**config.mk**
```make
export PLATFORM = sky130hd
export DESIGN_NAME = posit_mult_sched_es3
export DESIGN_NICKNAME = d
export VERILOG_FILES = /design/src/rtl/posit_mult_sched_es3.sv
export SDC_FILE = /design/constraint.sdc
export NUM_CORES = 1
export LEC_CHECK = 0
export BUFFER_PORTS_ARGS = -buffer_cell sky130_fd_sc_hd__buf_2
export CAP_MARGIN = 10
export CORE_ASPECT_RATIO = 1.1
export CORE_MARGIN = 2
export CORE_UTILIZATION = 25
export DETAILED_ROUTE_END_ITERATION = 10
export PLACE_DENSITY = 0.45
export SYNTH_ARGS = -nofsm -noshare
export SYNTH_HDL_FRONTEND = slang
export SYNTH_SLANG_ARGS = --single-unit
```
**constraint.sdc**
```tcl
create_clock -name clk -period 12 [get_ports clk]
set_input_delay 0.6 -clock clk [delete_from_list [all_inputs] [get_ports clk]]
set_output_delay 0.6 -clock clk [all_outputs]
set_load 0.02 [all_outputs]
```
**src/rtl/posit_mult_sched_es3.sv**
```systemverilog
// posit_mult_sched_es3: round-robin, credit-based scheduler sharing one fixed-latency ES3 posit multiplier.
// Define POSIT_MULT_SCHED_PERF_EN to add the perf_issued/perf_stall counters.
module posit_mult_sched_es3 #(
   parameter int NREQ      = 4,
   parameter int TAGW      = 2,
   parameter int IN1_W     = 42,
   parameter int IN2_W     = 32,
   parameter int RES_W     = 76,
   parameter int MULT_LAT  = 4,
   parameter int RSP_DEPTH = 8
) (
   input  logic                    clk,
   input  logic                    rst_n,
   input  logic [NREQ-1:0]         req_valid,
   output logic [NREQ-1:0]         req_ready,
   input  logic [NREQ*IN1_W-1:0]   req_in1,
   input  logic [NREQ*IN2_W-1:0]   req_in2,
   output logic [IN1_W-1:0]        mult_in1,
   output logic [IN2_W-1:0]        mult_in2,
   output logic                    mult_start,
   input  logic [RES_W-1:0]        mult_result,
   input  logic                    mult_done,
   output logic [NREQ-1:0]         rsp_valid,
   input  logic [NREQ-1:0]         rsp_ready,
   output logic [RES_W-1:0]        rsp_result,
   output logic                    busy,
   output logic                    tag_err
`ifdef POSIT_MULT_SCHED_PERF_EN
   ,
   output logic [31:0]             perf_issued,
   output logic [31:0]             perf_stall
`endif
);
   localparam int PW = (RSP_DEPTH > 1) ? $clog2(RSP_DEPTH) : 1;
   localparam int CW = $clog2(RSP_DEPTH + 1);

   logic [TAGW-1:0]                rr_q, tag_q, g, head_tag;
   logic                           hit, run_q, start_q, err_q, credit, push, pop, empty;
   logic [IN1_W-1:0]               in1_q;
   logic [IN2_W-1:0]               in2_q;
   logic [MULT_LAT-1:0]            pv_q;
   logic [MULT_LAT-1:0][TAGW-1:0]  pt_q;
   logic [CW-1:0]                  infl_q, cnt_q;
   logic [PW-1:0]                  wp_q, rp_q;
   logic [TAGW+RES_W-1:0]          mem [RSP_DEPTH];

   // start_q counts as a credit too: it is issued but not yet in infl_q
   assign credit = run_q && (int'(cnt_q) + int'(infl_q) + int'(start_q) < RSP_DEPTH);

   always_comb begin
      hit = 1'b0;
      g   = '0;
      for (int k = 0; k < NREQ; k++) begin
         if (!hit && credit && req_valid[(int'(rr_q) + k) % NREQ]) begin
            hit = 1'b1;
            g   = TAGW'((int'(rr_q) + k) % NREQ);
         end
      end
   end

   assign req_ready  = hit ? NREQ'(1) << g : '0;
   assign empty      = cnt_q == '0;
   assign head_tag   = mem[rp_q][TAGW+RES_W-1:RES_W];
   assign push       = mult_done && pv_q[MULT_LAT-1];
   assign pop        = !empty && rsp_ready[head_tag];
   assign rsp_valid  = empty ? '0 : NREQ'(1) << head_tag;
   assign rsp_result = empty ? '0 : mem[rp_q][RES_W-1:0];
   assign busy       = infl_q != '0 || !empty;
   assign tag_err    = err_q;
   assign mult_start = start_q;
   assign mult_in1   = in1_q;
   assign mult_in2   = in2_q;

   always_ff @(posedge clk or negedge rst_n) begin
      if (!rst_n) begin
         run_q   <= 1'b0;
         start_q <= 1'b0;
         rr_q    <= '0;
         tag_q   <= '0;
         in1_q   <= '0;
         in2_q   <= '0;
         pv_q    <= '0;
         pt_q    <= '0;
         infl_q  <= '0;
         cnt_q   <= '0;
         wp_q    <= '0;
         rp_q    <= '0;
         err_q   <= 1'b0;
      end else begin
         run_q   <= 1'b1;
         start_q <= hit;
         if (hit) begin
            rr_q  <= (g == TAGW'(NREQ - 1)) ? '0 : g + 1'b1;
            tag_q <= g;
            in1_q <= req_in1[g*IN1_W +: IN1_W];
            in2_q <= req_in2[g*IN2_W +: IN2_W];
         end
         pv_q[0] <= start_q;
         pt_q[0] <= tag_q;
         for (int k = 1; k < MULT_LAT; k++) begin
            pv_q[k] <= pv_q[k-1];
            pt_q[k] <= pt_q[k-1];
         end
         infl_q <= infl_q + CW'(start_q) - CW'(push);
         cnt_q  <= cnt_q + CW'(push) - CW'(pop);
         if (push) wp_q <= (wp_q == PW'(RSP_DEPTH - 1)) ? '0 : wp_q + 1'b1;
         if (pop) rp_q <= (rp_q == PW'(RSP_DEPTH - 1)) ? '0 : rp_q + 1'b1;
         if (mult_done && !pv_q[MULT_LAT-1]) err_q <= 1'b1;
      end
   end

   always_ff @(posedge clk) begin
      if (push) mem[wp_q] <= {pt_q[MULT_LAT-1], mult_result};
   end

   always_ff @(posedge clk) begin
      if (rst_n && push) assert (cnt_q != CW'(RSP_DEPTH));
   end

`ifdef POSIT_MULT_SCHED_PERF_EN
   logic [31:0] iss_q, stall_q;
   always_ff @(posedge clk or negedge rst_n) begin
      if (!rst_n) begin
         iss_q   <= '0;
         stall_q <= '0;
      end else begin
         iss_q   <= iss_q + 32'(start_q);
         stall_q <= stall_q + 32'(|req_valid && !hit);
      end
   end
   assign perf_issued = iss_q;
   assign perf_stall  = stall_q;
`endif
endmodule

```
# Word level (Yosys, flattened, before mapping)
# Memory sizes are Yosys's and may differ from the RTL's.
# Index checks and enable logic that the tools add are counted.
# word_totals
register_bits	107
mem_bits_rw	624
inputBits	383
memories	1
# op_classes
add_sub_neg	12
mul	1
magnitude_cmp	6
eq_ne	3
shifts	4
muxes	29
bitwise	3
reduce_logical	22
# memory_table
name	depth	width	read_ports	rd_clocked_by_memory_dff	write_ports	line	text
mem	8	78	1	0	1	45	logic [TAGW+RES_W-1:0] mem [RSP_DEPTH];
# ops
operator	count
$shiftx A168 B9 Y42	1
$shiftx A128 B8 Y32	1
$mux W76	1
$mux W1	14
$lt A3 B4 Y1 const B	3
$logic_and A1 B1 Y1	11
$bmux W1 S2	5
$mux W2	5
$add A4 B1 Y4	2
$mux W4	2
$shl A1 B2 Y4 const A	2
$sub A4 B1 Y4	2
$mul A2 B5 Y7 const B	1
$add A3 B1 Y3 const B	2
$add A5 B1 Y6	1
$eq A3 B3 Y1 const B	2
$lt A2 B3 Y1 const B	2
$lt A6 B4 Y1 const B	1
$mux W3	2
$reduce_or A2 Y1	3
$add A4 B4 Y5	1
$logic_not A1 Y1	5
$add A2 B1 Y2 const B	2
$add A2 B2 Y2 const B	2
5 further kinds	7

# Longest topological paths before layout
# Gate-level depths: netlist of the first run.
# logic_depth
ltp_word	20
ltp_mapped	13
depth_no_buf	11

# Least setup slack after synthesis of the first run
# OpenSTA, ideal clock, no wires.
# synth_path
path_type	input -> register
start	in mult_done
end	mem mem[0][0] (netlist name) (enable)
setup_time_ps	706
arrival_ps	8159
setup_slack_ps	3135
stages	2
path_buffers	0
cell_sequence	nand2_1 > nor4_1
# synth_between
elab_chain_len	3
# synth_rtl
element	line	text
start, declared	22	input logic mult_done,
$logic_and A1 B1 Y1	64	assign push = mult_done && pv_q[MULT_LAT-1];
$mux W1	113	if (push) mem[wp_q] <= {pt_q[MULT_LAT-1], mult_result};
$mux W1 (implied by the code)	113	
end, declared	45	
# Every way passes these cells.

# Final worst setup path of the first run
# layout_path
start	reg rp_q[0]
end	out rsp_result[55]
# layout_between
elab_chain_len	2
# layout_rtl
element	line	text
start, declared	44	logic [PW-1:0] wp_q, rp_q;
start signal, assigned	107	if (pop) rp_q <= (rp_q == PW'(RSP_DEPTH - 1)) ? '0 : rp_q + 1'b1;
$mem_v2 Z8 W78	n/a	
$mux W76	67	assign rsp_result = empty ? '0 : mem[rp_q][RES_W-1:0];
end, declared	25	output logic [RES_W-1:0] rsp_result,
# Every way passes these cells.

==> impl_metrics.csv, run 1 <==
group,metric,value,unit
min_path,hold_end,"tag_err",
critical_path,ff2ff_path_depth,12,
critical_path,cp-end-kind,"output pin",
grt,track_usage,15.46,%
clock_network,cts_resized,0,
timing,relSlewSlack,4.643,%
floorplan,die_h,370.3,um
critical_path,cpPeakStageDelay,1.13,ns
detailed_routing,vias_per_cell,4.806,
placement,place_ws,7.556,ns
detailed_routing,wire_per_inst,24.50,um
clock_network,clockBufferDepth,3,
power_and_ir_drop,ir_drop,0.1610,mV
clock_network,cts.sinks,731,
synth,synth_cell_types,42,
critical_path,crit_type,"reg2out",
synth,synth-edff-count,624,
grt,grt_pass1_vias,20600,
run,maxCapViolCount,0,
timing,fin_worst_skew,0.03537,ns
final_layout,final_cells,3975,
placement,place_congestion,0.9154,
final_layout,final_core_util,30.99,%
detailed_routing,final_antenna_net_count,0,
detailed_routing,drcViolationCount,0,
power_and_ir_drop,p_leak,0.01292,uW
detailed_routing,vias,19100,
critical_path,setup.worst_path.start_class,"flip-flop",
grt,antenna_found_initial,37,
grt,grt_pass1_wl,141000,um
critical_path,reg2reg_slack,7.65,ns
timing,final.setup.tns,0,ns
critical_path,crit_buf_inv,2,
clock_network,insertion_delay,0.68,ns
synth,ys_async_sr_fraction,14.64,%
final_layout,n_fill_cell,12040,
floorplan,io_pins,544,
detailed_routing,dr.first_iter.drc_count,969,
synth,yosysTopAreaCell,"edfxtp_1",
final_layout,finalNetCount,2676,
critical_path,arrival,3.85,ns
power_and_ir_drop,power,8894,uW
floorplan,design.die.area,0.1248,mm2
timing,hold_violations,0,
clock_network,root_buffer,"clkbuf_16",
timing,min_period_over_period,37.07,%
placement,dp_hpwl,61160,um
timing,setup_ws,7.552,ns
timing,fin_crit,4.448,ns
critical_path,worstReg2RegStart,"rp_q[1]",
final_layout,area_growth,23.16,%
synth,synth.avg_cell_area,17.36,um2
detailed_routing,drt_wl_total,97370,um
clock_network,cts_tree,"done",
timing,setup_viol,0,
timing,clock.fmax,224.8,MHz
synth,yosysSeqAreaShare,70.22,%
synth,synth_fp_nets,2164,
synth,ys_warn_count,0,
timing,grt_setup_unrepaired,"false",
clock_network,cts.reportedPaths.clkPinSlew,0.06,ns
floorplan,rows,134,
min_path,hp-start,"mult_done",
synth,synthTopCellsByArea,"edfxtp_1 61%, mux4_2 12%, dfrtp_1 8.8%, mux2i_1 2.6%, a2111oi_0 2.1%",
floorplan,start_util,25.16,%
final_layout,drive_gt1_share,37.36,%
power_and_ir_drop,power.density,236.8,mW/mm2
synth,synth_top_area_share,61.44,%
synth,syn_area,0.03050,mm2
critical_path,crit_fanout,108,
detailed_routing,firstDrtPassIters,5,
critical_path,critPathTopFamily,"flip-flops",
grt,grt_max_degree,109,
grt,grt_overflow_total,0,
clock_network,numCtsBuffers,82,
synth,ys.flop_type,"edfxtp_1",
synth,ys_seq_elements,731,
critical_path,required,11.40,ns
placement,place_inst,3816,
critical_path,crit_chain,"buf_12, mux4_2, mux2i_1, nor2_1, buf_2",
min_path,worstHoldPathCells,2,
run_status,status,"finished, final reports clean",
timing,finalMaxSlewViolations,0,
clock_network,cts_setup_buffers,0,
floorplan,core_area,0.1212,mm2
min_path,hold_class,"in2reg",
critical_path,cpMaxStageDelayCell,"dfrtp_4",
timing,worst_slew_pin_slew,1.410,ns
placement,portBuffers,543,
critical_path,rr_endpoint,"cnt_q[2]",
clock_network,htreeDepth,3,
floorplan,die_x,337.0,um
synth,syn_inst,1757,
==> layout make-up <==
class	count	area [um2]	share of cell area, %
Clock buffer	99	2137	5.690
Sequential cell	731	21430	57.05
Multi-Input combinational cell	855	8511	22.66
Inverter	21	78.83	0.2099
Timing Repair Buffer	578	2998	7.982
Tap cell	1632	2042	5.437
Antenna cell	9	22.52	0.05996
Clock inverter	50	344.1	0.9161
==> cells in the final DEF, fill, tap and decap left out, types with 9 or more instances in the layout <==
| master | instances |
|---|---|
| a2111oi_0 | 73 |
| o21ai_0 | 74 |
| clkbuf_16 | 83 |
| clkinv_2 | 15 |
| diode_2 | 9 |
| ha_1 | 22 |
| a311oi_1 | 74 |
| buf_2 | 542 |
| nand3_1 | 74 |
| inv_1 | 21 |
| nor2_1 | 157 |
| edfxtp_1 | 624 |
| nor4b_1 | 74 |
| clkinv_1 | 23 |
| mux2i_1 | 80 |
| clkbuf_1 | 16 |
| mux4_2 | 156 |
| buf_4 | 34 |
| dfrtp_1 | 104 |
==> where the power goes <==
| group | switching, uW | internal (uW) |
|---|---|---|
| clock | 1040 | 1300 |
| combinational | 2000 | 1240 |
| sequential | 277 | 3030 |
==> registers in the layout, summed over array words and instances, names as in the netlist, 2 cells and up <==
register	count
tag_q	2
wp_q	3
rr_q	2
mem	624
infl_q	4
mult_in1	42
pv_q	4
pt_q	8
mult_in2	32
rp_q	3
cnt_q	4
==> cell families (layout without fill, tap and decap cells) <==
family,count (synthesis),after routing,synth area share (%)
DFF,731,731,70.22
adders and majority gates,24,24,1.034
other,1,10,0.01230
and+or+nand+nor,343,343,5.986
muxes,243,243,14.44
buffers and inverters,171,748,2.293
AOI/OAI and AO/OA,240,240,5.896
xor gates and xnor gates,4,4,0.1149
==> worst max-delay path by stage <==
stage               startpoint        endpoint  slack, ns  cells after the start
floorplan            mult_done       mem[0][0]       3.14                      2
global placement       rp_q[1]        cnt_q[1]       7.49                     12
detailed placement     rp_q[1]        cnt_q[2]       7.56                     12
CTS                    rp_q[0]  rsp_result[55]       7.33                      5
global route           rp_q[0]  rsp_result[55]       7.15                      5
finish                 rp_q[0]  rsp_result[55]       7.55                      5
==> Yosys cell counts (all sizes together) (2+ instances only) <==
library cell  count
fa                2
nor2b             3
mux2i            81
dfrtp           107
o21ai            76
mux2              6
edfxtp          624
a2111oi          74
nor4              2
nor2            161
a21o              8
and2              5
clkbuf          100
nand2b            8
inv              21
xnor2             2
nand3            74
ha               22
buf              50
nand2             5
nor3              6
a311oi           74
a21oi             4
nor4b            74
mux4            156
a21boi            2
xor2              2
==> through the flow <==
| stage | cell area (um2) | hold slack, ns |
|---|---|---|
| final | 37560 | 0.1516 |
| after global routing | 37550 | 0.1350 |
| after CTS | 37540 | 0.08703 |
| after detailed placement | 35050 | 0.3395 |
| after global placement | 35050 | 0.3360 |
| after floorplan | 30500 | 0.3044 |
==> repair_timing <==
| action | 4_1_cts | 5_1_grt |
|---|---|---|
| endpoints found under the setup margin | 0 | 0 |
| hold endpoints to repair | 35 | 0 |
| hold buffers | 1 | 0 |
==> layer usage <==
layer | track usage [%] | wire [um]
met1 | 17.24 | 36280
met2 | 26.97 | 48860
met3 | 4.711 | 7403
met4 | 7.074 | 4594
met5 | 0 | 230
Power figures use the tool's default switching activity.
==> inputs of run 2 (changes only) <==
--- a/config.mk
+++ b/config.mk
@@ -5,13 +5,14 @@
 export SDC_FILE = /design/constraint.sdc
 export NUM_CORES = 1
 export LEC_CHECK = 0
+export ABC_AREA = 1
 export BUFFER_PORTS_ARGS = -buffer_cell sky130_fd_sc_hd__buf_2
 export CAP_MARGIN = 10
 export CORE_ASPECT_RATIO = 1.1
 export CORE_MARGIN = 2
 export CORE_UTILIZATION = 25
 export DETAILED_ROUTE_END_ITERATION = 10
-export PLACE_DENSITY = 0.45
+export PLACE_DENSITY = 0.46
 export SYNTH_ARGS = -nofsm -noshare
 export SYNTH_HDL_FRONTEND = slang
 export SYNTH_SLANG_ARGS = --single-unit
==> constraint.sdc (replaced) <==
create_clock -name clk -period 3.84 [get_ports clk]
set_input_delay 0.192 -clock clk [delete_from_list [all_inputs] [get_ports clk]]
set_output_delay 0.192 -clock clk [all_outputs]
set_load 0.02 [all_outputs]
==> impl_metrics.csv, run 2 <==
group,metric,value,unit
synth,synth_top_area_share,57.88,%
final_layout,finalNetCount,4426,
floorplan,io_pins,544,
power_and_ir_drop,power.share.sequential,28.8,%
timing,final.setup.tns,0,ns
timing,hold_violations,0,
final_layout,area_growth,33.82,%
synth,ys_top_cells_by_count,"624 x edfxtp_1, 514 x nand2_1, 477 x nor2_1, 393 x o21ai_0, 341 x inv_1",
grt,grt_pass1_vias,25940,
timing,clock.fmax,274.8,MHz
clock_network,root_buffer,"clkbuf_16",
floorplan,design.die.area,0.1324,mm2
timing,worst_slew_pin_slew,1.046,ns
floorplan,core_area,0.1286,mm2
detailed_routing,drt_wl_total,107200,um
grt,grt_overflow_total,0,
clock_network,htreeDepth,3,
synth,synth_fp_nets,3595,
critical_path,setup.worst_path.start_class,"flip-flop",
placement,place_congestion,0.8515,
final_layout,final_common_cell,"edfxtp_1",
power_and_ir_drop,clkPwrFrac,21.9,%
final_layout,drive_gt1_share,18.77,%
grt,track_usage,15.73,%
power_and_ir_drop,p_int,19970,uW
detailed_routing,wire_per_inst,18.58,um
synth,ys_seq_elements,731,
synth,synth_cell_types,34,
synth,synthTopCellsByArea,"edfxtp_1 58%, dfrtp_1 8.3%, o21ai_0 6.1%, nand2_1 6.0%, nor2_1 5.5%",
synth,yosysSeqAreaShare,66.15,%
critical_path,arrival,4.20,ns
timing,finalMaxSlewViolations,0,
timing,setup_ws,0.2006,ns
run,maxCapViolCount,0,
placement,portBuffers,543,
synth,ys.flop_type,"edfxtp_1",
clock_network,cts.sinks,731,
timing,relSlewSlack,30.30,%
clock_network,cts_tree,"done",
clock_network,cts.reportedPaths.clkPinSlew,0.07,ns
final_layout,n_fill_cell,13130,
final_layout,most-common-layout-cells,"624 x edfxtp_1, 542 x buf_2, 514 x nand2_1, 469 x nor2_1, 393 x o21ai_0",
grt,grt_pass1_wl,159300,um
floorplan,die_x,347.1,um
timing,setup_viol,0,
power_and_ir_drop,p_leak,0.01785,uW
synth,synth.avg_cell_area,10.16,um2
timing,fin_crit,3.639,ns
synth,ys_async_sr_fraction,14.64,%
critical_path,crit_fanout,106,
run_status,status,"finished, final reports clean",
grt,grt_max_degree,195,
grt,antenna_found_initial,19,
final_layout,largest_reg_flops,624,
detailed_routing,firstDrtPassIters,5,
critical_path,crit_type,"reg2reg",
timing,fin_worst_skew,0.03726,ns
clock_network,insertion_delay,0.67,ns
critical_path,cp-end-kind,"flip-flop",
synth,ys_warn_count,0,
floorplan,rows,138,
min_path,hold_class,"in2reg",
synth,syn_inst,3188,
final_layout,regMostFlops,"mem",
placement,place_ws,0.5026,ns
power_and_ir_drop,switching_share,42.47,%
detailed_routing,drcViolationCount,0,
synth,synth-edff-count,624,
clock_network,numCtsBuffers,81,
placement,dp_hpwl,63920,um
power_and_ir_drop,combPwrFrac,49.3,%
detailed_routing,vias,26020,
floorplan,start_util,25.17,%
floorplan,die_h,381.4,um
critical_path,required,4.40,ns
timing,min_period_over_period,94.78,%
timing,grt_setup_unrepaired,"true",
detailed_routing,vias_per_cell,4.510,
synth,yosysTopAreaCell,"edfxtp_1",
synth,post-synth-top-count-cell,"edfxtp_1",
synth,syn_area,0.03237,mm2
detailed_routing,dr.first_iter.drc_count,1488,
clock_network,clockBufferDepth,3,
power_and_ir_drop,power.density,801.2,mW/mm2
detailed_routing,final_antenna_net_count,0,
power_and_ir_drop,ir_drop,0.7938,mV
power_and_ir_drop,p_sw,14740,uW
[run 2: per-layer routing]
layer  track usage, %  vias to the layer above  wire (um)
met3            3.575                      164       6639
met1            19.26                    12590      44680
li1                 -                    12480          -
met2            26.46                      780      51780
met4            6.836                       16       3999
met5                0                        -         96
[run 2: area by class of cell]
class | instances | area, um2 | area share, %
Multi-Input combinational cell | 1907 | 8902 | 20.55
Antenna cell | 7 | 17.52 | 0.04043
Timing Repair Buffer | 956 | 7008 | 16.18
Sequential cell | 731 | 21420 | 49.45
Inverter | 342 | 1296 | 2.992
Clock buffer | 101 | 2165 | 4.996
Tap cell | 1680 | 2102 | 4.852
Clock inverter | 45 | 410.4 | 0.9472
[run 2: worst paths after layout]
check | startpoint | end | slack, ns | cells after the start
setup / recovery | infl_q[0] | mult_in2[11] | 0.20 | 15
hold / removal | req_in2[97] | mult_in2[1] | 0.05 | 7
setup reg to reg | infl_q[0] | mult_in2[11] | 0.20 | 15
hold reg to reg | pt_q[5] | pt_q[7] | 0.32 | 0
max in group asynchronous | rst_n | mult_in2[17] | 2.71 | 3
min in group asynchronous | rst_n | mult_in1[28] | 0.16 | 2
[run 2: critical path: stages (launching register included)]
cell and delay, ns:
dfrtp_1 0.39, ha_1 0.29, nand2_1 0.05, nand2_1 0.05, nand2_1 0.05, nand2_1 0.09, a21oi_2 0.31, nand4_1 0.20
nand3_4 0.39, buf_16 0.35, nand3_1 0.30, nand3_1 0.17, nand2_1 0.05, dlygate4sd3_1 0.55, nand2_1 0.06, nand2_1 0.05
[run 2: cells by family after synthesis]
logic type | after synthesis | synth area share, %
simple gates | 1314 | 16.53
flops | 731 | 66.15
compound gates | 560 | 9.310
buf+inv | 552 | 6.841
fa+ha+maj | 24 | 0.9739
xor+xnor | 6 | 0.1855
other cells | 1 | 0.01158
[run 2: per-stage QoR]
| step | instance area [um2] | util (%) | power (uW) | hold WS, ns | cells |
|---|---|---|---|---|---|
| 6_report | 43330 | 33.68 | 34710 | 0.04580 | 5769 |
| 5_1_grt | 43310 | 33.67 | 37200 | 0.04925 | 5763 |
| 4_1_cts | 43230 | 33.61 | 34990 | 0.0009427 | 5756 |
| 3_5_place_dp | 37270 | 28.98 | 25580 | 0.3347 | 5273 |
| 3_3_place_gp | 37270 | 28.98 | 25560 | 0.3338 | 5273 |
| 2_1_floorplan | 32380 | - | 20090 | -0.1036 | 3188 |
[run 2: timing repair]
item	4_1_cts	5_1_grt
cloned	0	2
hold buffers	337	0
resized for setup	2	4
pin swaps	0	2
setup buffers	0	4
endpoints found under the setup margin	6	3
endpoints found under the hold margin	764	0
[run 2: power by group through the flow]
| stage | combinational [uW] | clock [uW] | sequential (uW) |
|---|---|---|---|
| finish | 17100 | 7610 | 10000 |
| floorplan | 9640 | 0 | 10500 |
| global placement | 15400 | 0 | 10100 |
| global route | 18900 | 8170 | 10100 |
| CTS | 17100 | 7870 | 10000 |
| detailed placement | 15400 | 0 | 10100 |
==> inputs of run 3 (changes only) <==
--- a/config.mk
+++ b/config.mk
@@ -10,9 +10,9 @@
 export CAP_MARGIN = 10
 export CORE_ASPECT_RATIO = 1.1
 export CORE_MARGIN = 2
-export CORE_UTILIZATION = 25
+export CORE_UTILIZATION = 51
 export DETAILED_ROUTE_END_ITERATION = 10
-export PLACE_DENSITY = 0.46
+export PLACE_DENSITY_LB_ADDON = 0.12
 export SYNTH_ARGS = -nofsm -noshare
 export SYNTH_HDL_FRONTEND = slang
 export SYNTH_SLANG_ARGS = --single-unit
==> impl_metrics.csv, run 3 (synthesis gave the netlist of run 2 again) <==
group,metric,value,unit
final_layout,n_fill_cell,5006,
final_layout,final_common_cell,"edfxtp_1",
detailed_routing,vias_per_cell,5.512,
clock_network,root_buffer,"clkbuf_16",
clock_network,htreeDepth,3,
critical_path,rr_endpoint,"mult_in1[41]",
run,maxCapViolCount,0,
critical_path,worstReg2RegStart,"cnt_q[1]",
timing,clock.fmax,279.0,MHz
timing,worst_slew_pin_slew,1.094,ns
grt,antenna_found_initial,15,
critical_path,endpoint,"mult_in1[41]",
clock_network,cts_tree,"done",
placement,dp_hpwl,55850,um
final_layout,regMostFlops,"mem",
critical_path,required,4.33,ns
final_layout,finalNetCount,4250,
critical_path,crit_fanout,37,
detailed_routing,drcViolationCount,0,
critical_path,arrival,4.08,ns
timing,fin_crit,3.584,ns
floorplan,design.die.area,0.06551,mm2
detailed_routing,wire_per_inst,20.18,um
final_layout,largest_reg_flops,624,
timing,hold_violations,0,
timing,grt_setup_unrepaired,"false",
power_and_ir_drop,switching_share,42.65,%
power_and_ir_drop,power.density,817.3,mW/mm2
final_layout,area_growth,24.90,%
grt,grt_max_degree,187,
critical_path,crit_start,"cnt_q[1]",
placement,portBuffers,543,
power_and_ir_drop,p_int,18960,uW
clock_network,cts.sinks,731,
critical_path,cp-end-kind,"flip-flop",
power_and_ir_drop,p_leak,0.01713,uW
run_status,status,"finished, final reports clean",
clock_network,numCtsBuffers,74,
floorplan,die_x,244.2,um
placement,place_congestion,0.9745,
detailed_routing,firstDrtPassIters,6,
clock_network,clockBufferDepth,3,
power_and_ir_drop,combPwrFrac,47.8,%
detailed_routing,vias,26200,
final_layout,most-common-layout-cells,"624 x edfxtp_1, 542 x buf_2, 514 x nand2_1, 469 x nor2_1, 393 x o21ai_0",
timing,fin_worst_skew,0.02462,ns
critical_path,ff2ff_path_depth,16,
power_and_ir_drop,clkPwrFrac,21.9,%
clock_network,insertion_delay,0.62,ns
grt,track_usage,28.39,%
detailed_routing,drt_wl_total,95930,um
critical_path,reg2reg_slack,0.26,ns
detailed_routing,dr.first_iter.drc_count,1942,
min_path,worstHoldPathCells,7,
grt,grt_pass1_vias,25710,
timing,setup_viol,0,
min_path,hold_class,"in2reg",
floorplan,core_area,0.06258,mm2
timing,relSlewSlack,27.07,%
final_layout,multi_input_area,0.008889,mm2
floorplan,die_h,268.3,um
power_and_ir_drop,ir_drop,0.8158,mV
power_and_ir_drop,power,33050,uW
floorplan,io_pins,544,
grt,grt_pass1_wl,143500,um
grt,grt_overflow_total,0,
power_and_ir_drop,p_sw,14090,uW
floorplan,rows,96,
floorplan,start_util,51.73,%
timing,min_period_over_period,93.33,%
timing,finalMaxSlewViolations,0,
final_layout,drive_gt1_share,18.69,%
critical_path,setup.worst_path.start_class,"flip-flop",
final_layout,regArea,0.02142,mm2
clock_network,cts.reportedPaths.clkPinSlew,0.06,ns
final_layout,finalInstanceArea,0.04044,mm2
placement,placed_area,0.03584,mm2
power_and_ir_drop,power.share.sequential,30.2,%
detailed_routing,final_antenna_net_count,0,
critical_path,crit_type,"reg2reg",
run 3: what timing repair did:
item	CTS	global route
buffers inserted	0	6
setup endpoints to repair	0	33
resized for setup	0	7
hold buffers	197	0
endpoints found under the hold margin	727	0
run 3: worst min-delay path by stage:
stage / startpoint / slack, ns / to
final: req_in2[71] / 0.02 / mult_in2[7]
after global routing: req_in2[111] / 0.05 / mult_in2[15]
after CTS: req_in2[58] / 0.0001 / mult_in2[26]
after detailed placement: rst_n / 0.33 / mult_in1[22]
after global placement: rst_n / 0.33 / mult_in1[22]
after floorplan: rst_n / -0.10 / cnt_q[0]
run 3: layout make-up:
cell class,count,share of cell area [%]
Sequential cell,731,52.98
Multi-Input combinational cell,1906,21.98
Timing Repair Buffer,788,13.14
Clock buffer,90,4.886
Inverter,342,3.206
Tap cell,833,2.577
Clock inverter,44,1.108
Antenna cell,19,0.1176
run 3: power groups by stage:
stage | Clock, uW | Combinational, uW | Sequential, uW
global placement | 0 | 14300 | 10100
floorplan | 0 | 9640 | 10500
detailed placement | 0 | 14500 | 10100
global route | 7650 | 17300 | 10100
finish | 7240 | 15800 | 10000
CTS | 7360 | 15400 | 9980
run 3: worst max-delay path, stage by stage (launching register included):
cell and delay [ns]:
dfrtp_1 0.45, ha_1 0.31, nand2_1 0.07, nand2_1 0.10, nand2_1 0.11, nand2_1 0.09
nor2_2 0.22, nand3_1 0.18, nand2_4 0.21, buf_16 0.25, nand3_1 0.10, nand3_1 0.09
dlygate4sd3_1 0.57, nand2_1 0.05, dlygate4sd3_1 0.55, nand2_1 0.08, nand2_1 0.06
run 3: metrics by stage:
| step | setup TNS (ns) | util [%] | hold slack, ns | instances | setup WS [ns] |
|---|---|---|---|---|---|
| floorplan | -203.15 | - | -0.1036 | 3188 | -0.6511 |
| global placement | 0 | 57.27 | 0.3307 | 4394 | 0.6625 |
| detailed placement | 0 | 57.27 | 0.3297 | 4394 | 0.5500 |
| CTS | 0 | 64.29 | 0.0001216 | 4725 | 0.03180 |
| global route | 0 | 64.59 | 0.05193 | 4747 | 0.002738 |
| finish | 0 | 64.62 | 0.02467 | 4753 | 0.2562 |
run 3: routing by layer:
layer	vias up	routed length (um)	GRT usage [%]
met1	12700	37290	35.86
met4	0	3412	11.54
met5	-	0	0
met3	199	6920	4.554
met2	1168	48300	49.07
li1	12130	-	-
